`src/rtl/dsp_pkg.sv`:
```
// dsp_pkg: shared FFT control transfer type and framer state encoding.
package dsp_pkg;
    localparam int FFT_INDEX_W = 10;
    localparam int FFT_TAG_W = 8;
    typedef struct packed {
        logic                   valid;
        logic                   last;
        logic                   reverse;
        logic [FFT_INDEX_W-1:0] data_index;
        logic [FFT_TAG_W-1:0]   tag;
    } fft_control_t;
    typedef enum logic {S_IDLE, S_ACTIVE} fft_input_framer_state_t;
endpackage

```
`src/rtl/fft_input_framer_if.sv`:
```
// fft_input_framer_if: raw sample stream in, framed FFT transfers and status out.
interface fft_input_framer_if #(parameter int DATA_WIDTH = 16);
    import dsp_pkg::*;
    logic                         Enable;
    logic                         Reverse;
    logic                         Input_valid;
    logic signed [DATA_WIDTH-1:0] Input_i;
    logic signed [DATA_WIDTH-1:0] Input_q;
    fft_control_t                 Output_control;
    logic signed [DATA_WIDTH-1:0] Output_i;
    logic signed [DATA_WIDTH-1:0] Output_q;
    logic [31:0]                  Status_frame_count;
    logic [31:0]                  Status_discard_count;
    modport master (
        output Enable, Reverse, Input_valid, Input_i, Input_q,
        input  Output_control, Output_i, Output_q, Status_frame_count, Status_discard_count
    );
    modport slave (
        input  Enable, Reverse, Input_valid, Input_i, Input_q,
        output Output_control, Output_i, Output_q, Status_frame_count, Status_discard_count
    );
endinterface

```
`src/rtl/fft_input_framer.sv`:
```
// fft_input_framer: frames a valid-qualified I/Q stream into NUM_POINTS-sample FFT transfers.
// Status counters are built only when FFT_INPUT_FRAMER_STATUS_EN is defined.
module fft_input_framer
    import dsp_pkg::*;
#(
    parameter int NUM_POINTS  = 32,
    parameter int INDEX_WIDTH = $clog2(NUM_POINTS),
    parameter int DATA_WIDTH  = 16,
    parameter int TAG_WIDTH   = 8
) (
    input logic Clk,
    input logic Rst,
    fft_input_framer_if.slave bus
);
    fft_input_framer_state_t r_state;
    logic [INDEX_WIDTH-1:0]  r_index;
    logic [TAG_WIDTH-1:0]    r_tag;
    fft_control_t            r_ctrl;
    logic [DATA_WIDTH-1:0]   r_i;
    logic [DATA_WIDTH-1:0]   r_q;
    logic w_accept, w_start, w_end, w_rev;

    assign w_end    = r_index == INDEX_WIDTH'(NUM_POINTS - 1);
    assign w_start  = r_state == S_IDLE || r_index == '0;
    assign w_accept = bus.Input_valid && (r_state == S_ACTIVE || bus.Enable);
    // Reverse is sampled on a frame's first sample, then held in the output field itself
    assign w_rev    = w_start ? bus.Reverse : r_ctrl.reverse;

    always_ff @(posedge Clk or posedge Rst) begin
        if (Rst) begin
            r_state <= S_IDLE;
            r_index <= '0;
            r_tag   <= '0;
            r_ctrl  <= '0;
            r_i     <= '0;
            r_q     <= '0;
        end else begin
            r_ctrl.valid <= w_accept;
            r_ctrl.last  <= w_accept && w_end;
            if (w_accept) begin
                r_ctrl.data_index <= FFT_INDEX_W'(r_index);
                r_ctrl.reverse    <= w_rev;
                r_ctrl.tag        <= FFT_TAG_W'(r_tag);
                r_i               <= bus.Input_i;
                r_q               <= bus.Input_q;
                r_index           <= w_end ? '0 : r_index + 1'b1;
                r_tag             <= w_end ? r_tag + 1'b1 : r_tag;
                r_state           <= w_end && !bus.Enable ? S_IDLE : S_ACTIVE;
            end
        end
    end

    assign bus.Output_control = r_ctrl;
    assign bus.Output_i       = r_i;
    assign bus.Output_q       = r_q;

`ifdef FFT_INPUT_FRAMER_STATUS_EN
    logic [31:0] r_frames;
    logic [31:0] r_discards;
    always_ff @(posedge Clk or posedge Rst) begin
        if (Rst) begin
            r_frames   <= '0;
            r_discards <= '0;
        end else begin
            if (w_accept && w_end && r_frames != '1)
                r_frames <= r_frames + 1'b1;
            if (bus.Input_valid && r_state == S_IDLE && !bus.Enable && r_discards != '1)
                r_discards <= r_discards + 1'b1;
        end
    end
    assign bus.Status_frame_count   = r_frames;
    assign bus.Status_discard_count = r_discards;
`else
    assign bus.Status_frame_count   = '0;
    assign bus.Status_discard_count = '0;
`endif
endmodule

```
`src/flat_wrapper.sv`:
```
// flat-port wrapper written by rule: the top's interface ports become plain ports
module fft_input_framer_flat import dsp_pkg::*;
#(
    parameter int NUM_POINTS  = 32,
    parameter int INDEX_WIDTH = $clog2(NUM_POINTS),
    parameter int DATA_WIDTH  = 16,
    parameter int TAG_WIDTH   = 8
)
  (Clk, Rst, bus_Enable, bus_Reverse, bus_Input_valid, bus_Input_i, bus_Input_q, bus_Output_control, bus_Output_i, bus_Output_q, bus_Status_frame_count, bus_Status_discard_count);
  fft_input_framer_if #(.DATA_WIDTH(DATA_WIDTH)) bus_i ();
  input logic Clk;
  input logic Rst;
  input wire logic [$bits(bus_i.Enable)-1:0] bus_Enable;
  input wire logic [$bits(bus_i.Reverse)-1:0] bus_Reverse;
  input wire logic [$bits(bus_i.Input_valid)-1:0] bus_Input_valid;
  input wire logic [$bits(bus_i.Input_i)-1:0] bus_Input_i;
  input wire logic [$bits(bus_i.Input_q)-1:0] bus_Input_q;
  output wire logic [$bits(bus_i.Output_control)-1:0] bus_Output_control;
  output wire logic [$bits(bus_i.Output_i)-1:0] bus_Output_i;
  output wire logic [$bits(bus_i.Output_q)-1:0] bus_Output_q;
  output wire logic [$bits(bus_i.Status_frame_count)-1:0] bus_Status_frame_count;
  output wire logic [$bits(bus_i.Status_discard_count)-1:0] bus_Status_discard_count;
  assign bus_i.Enable = bus_Enable;
  assign bus_i.Reverse = bus_Reverse;
  assign bus_i.Input_valid = bus_Input_valid;
  assign bus_i.Input_i = bus_Input_i;
  assign bus_i.Input_q = bus_Input_q;
  assign bus_Output_control = bus_i.Output_control;
  assign bus_Output_i = bus_i.Output_i;
  assign bus_Output_q = bus_i.Output_q;
  assign bus_Status_frame_count = bus_i.Status_frame_count;
  assign bus_Status_discard_count = bus_i.Status_discard_count;
  fft_input_framer #(.NUM_POINTS(NUM_POINTS), .INDEX_WIDTH(INDEX_WIDTH), .DATA_WIDTH(DATA_WIDTH), .TAG_WIDTH(TAG_WIDTH)) u_core (.Clk(Clk), .Rst(Rst), .bus(bus_i));
endmodule
```
`config.mk`:
```
export PLATFORM = sky130hd
export DESIGN_NAME = fft_input_framer_flat
export DESIGN_NICKNAME = d
export VERILOG_FILES = /design/src/rtl/dsp_pkg.sv /design/src/rtl/fft_input_framer_if.sv /design/src/rtl/fft_input_framer.sv /design/src/flat_wrapper.sv
export SDC_FILE = /design/constraint.sdc
export NUM_CORES = 1
export LEC_CHECK = 0
export CAP_MARGIN = 10
export CORE_ASPECT_RATIO = 0.6
export CORE_MARGIN = 3
export CORE_UTILIZATION = 40
export DETAILED_ROUTE_END_ITERATION = 8
export PLACE_DENSITY_LB_ADDON = 0.1
export REMOVE_ABC_BUFFERS = 1
export SLEW_MARGIN = 5
export SYNTH_ARGS = -nofsm -noshare
export SYNTH_HDL_FRONTEND = slang
export SYNTH_SLANG_ARGS = --single-unit
export TNS_END_PERCENT = 1
```
`constraint.sdc`:
```
create_clock -name Clk -period 2.1 [get_ports Clk]
set_input_delay 0.21 -clock Clk [delete_from_list [all_inputs] [get_ports Clk]]
set_output_delay 0.21 -clock Clk [all_outputs]
set_load 0.02 [all_outputs]
```
==> out/results.txt <==
Fin Setup TNS: 0 ps
I/O Pins: 154
First-pass GRT wire length: 10500 um
Number of global-route vias before repair: 2005
Worst-path maximum fanout: 9
Post-DP Area: 3700 sq um
Status: finished, final reports clean
Chip width: 118 um
Initial antenna violation count: 0
Pre-CTS WS: 144 ps
Final setup viols: 0
CTS buffer count: 9
Die area: 8580 sq um
Number of enable flip-flop cells after synthesis: 0
Met2 Usage GRT: 21.7%
Final instance area: 3980 sq um
CP required: 2350 ps
FMAX: 535 MHz
Post-route DRC violation count: 0
Post-layout min period: 1870 ps
Post-CTS setup buffers: 0
MaxCap Viol Count: 0
Cell Area, Synth: 2990 sq um
Routability cong.: 0.829
Count of filler cells inserted in the layout: 657
Initial Utilization: 42.9%
CP endpoint kind: flip-flop
RSZ-0062 raised after global routing: no
Clk_skew: 4.59 ps
Worst-path clk slew: 50 ps
Ys async rst share: 100%
Final Hold Viols: 0
Seq/Total Area, Yosys: 51.9%
Synth-to-layout area growth: 33.0%
# resized after CTS: 0
PwrDens: 948 nW/um^2
Die height: 72.9 um
M3 GR Usage: 6.89%
Detailed Route WL: 6560 um
TritonCTS clock tree: done
Part of the cycle the worst path needs: 89.0%
Total grt overflow: 0
Crit path setup slack, layout: 232 ps
Wire per inst: 12.6 um
Pins Over Slew Limit: 0
Leakage: 2.04 nW
H-tree Lvls: 3
CORE AREA: 6960 sq um
Clock sink count: 62
Total Routing Usage GR: 16.0%
Antenna diode count: 0
Syn Inst Count: 328
GRT Max-Usage Layer: met1
# port buffers: 84
Synthesized flop and latch total: 62
Deepest clock path buffer count: 2
Worst setup SP type: flip-flop
YS warnings: 0
Root buf cell: clkbuf_16
Commonest non-fill, non-tap cell in the layout: nand2_1
Number of buffers inserted by hold repair at cts: 0
Routed vias/inst: 4.05
Drt initial violations: 103
CP Class: reg2reg
Yosys cell types: 29
DRT Pass-1 Iters: 4
Most frequent cells in the layout: nand2_1 (138), clkdlybuf4s50_1 (84), conb_1 (69), dfrtp_1 (62), clkbuf_16 (9)
Hold crit path type: in2async
Fraction of layout cells with a size suffix above 1: 6.68%
Final nets: 457
Met1 usage: 22.5%
DRT antenna net count: 0
Synth Flop Type: dfrtp_1
Crit path arrival time: 2120 ps
FP Rows: 23
Final HPWL DP: 4760 um
Final Power: 3.77 mW
Peak VDD IR: 0.000588 V
DR vias: 2102
Skew-Pair Late Insertion Delay: 320 ps
Largest net degree at the start of global routing: 49
Syn avg cell area: 9.11 sq um
registers in the layout, indices dropped and copies added, names as in the netlist:
signal                     count
u_core.bus.Output_control     16
u_core.r_tag                   8
u_core.r_state                 1
u_core.bus.Output_q           16
u_core.r_index                 5
u_core.bus.Output_i           16
worst max-delay path, stage by stage, from the launching register on:
cell and delay (ps):
dfrtp_1 380, ha_1 210, and3_2 190, ha_2 270
o211ai_2 220, nor4_2 350, xor2_1 170
worst paths after layout:
| kind | slack [ps] | cells past startpoint | startpoint | endpoint |
|---|---|---|---|---|
| hold / removal | 170 | 2 | Rst | u_core.bus.Output_control[8] |
| max in group asynchronous | 1370 | 3 | Rst | u_core.bus.Output_i[7] |
| min in group Clk | 420 | 3 | bus_Input_i[12] | u_core.bus.Output_i[12] |
| setup reg to reg | 230 | 6 | u_core.r_index[0] | u_core.r_tag[7] |
| hold reg to reg | 470 | 2 | u_core.bus.Output_q[12] | u_core.bus.Output_q[12] |
| setup / recovery | 230 | 6 | u_core.r_index[0] | u_core.r_tag[7] |
synth_stat cells, types with 2 or more instances:
cell type	count	area, sq um
buf_2	2	10.0
buf_4	69	518
clkbuf_1	9	33.8
dfrtp_1	62	1550
ha_1	4	50.1
inv_1	4	15.0
nand2_1	138	518
nand3_1	5	25.0
nand3b_1	2	15.0
nor2_1	3	11.3
nor3_1	2	10.0
o21ai_0	6	30.0
xnor2_1	2	17.5
xor2_1	5	43.8
metrics by stage:
step	instances	utilization, %	hold WS, ps
after floorplan	316	-	315
after global placement	505	53.1	457
after detailed placement	505	53.1	461
after CTS	519	57.0	173
after global routing	519	57.1	215
final	519	57.1	172
cell families after synthesis:
family,share of synthesized area [%]
muxes,0.754
AOI/OAI and AO/OA,3.10
buffers and inverters,19.4
and+or+nand+nor,20.9
adders and majority gates,1.68
xor gates and xnor gates,2.05
other,0.126
DFF,51.9
final cells by class:
| type | instances | area (sq um) | area share (%) |
|---|---|---|---|
| Sequential cell | 62 | 1550 | 39.0 |
| Multi-Input combinational cell | 249 | 1110 | 28.0 |
| Timing Repair Buffer | 89 | 891 | 22.4 |
| Clock buffer | 13 | 270 | 6.80 |
| Tap cell | 100 | 125 | 3.15 |
| Inverter | 5 | 18.8 | 0.472 |
| Clock inverter | 1 | 5.00 | 0.126 |
where the power goes:
group          switching [mW]  internal (mW)
registers               0.126           1.37
logic                   0.537          0.392
clock network           0.464          0.877
per-layer routing:
metal	share of wire, %	wire length [um]
met4	1.1	72
met3	6.3	415
met5	0	0
met1	50	3250
met2	43	2820
Power figures use the tool's default switching activity.
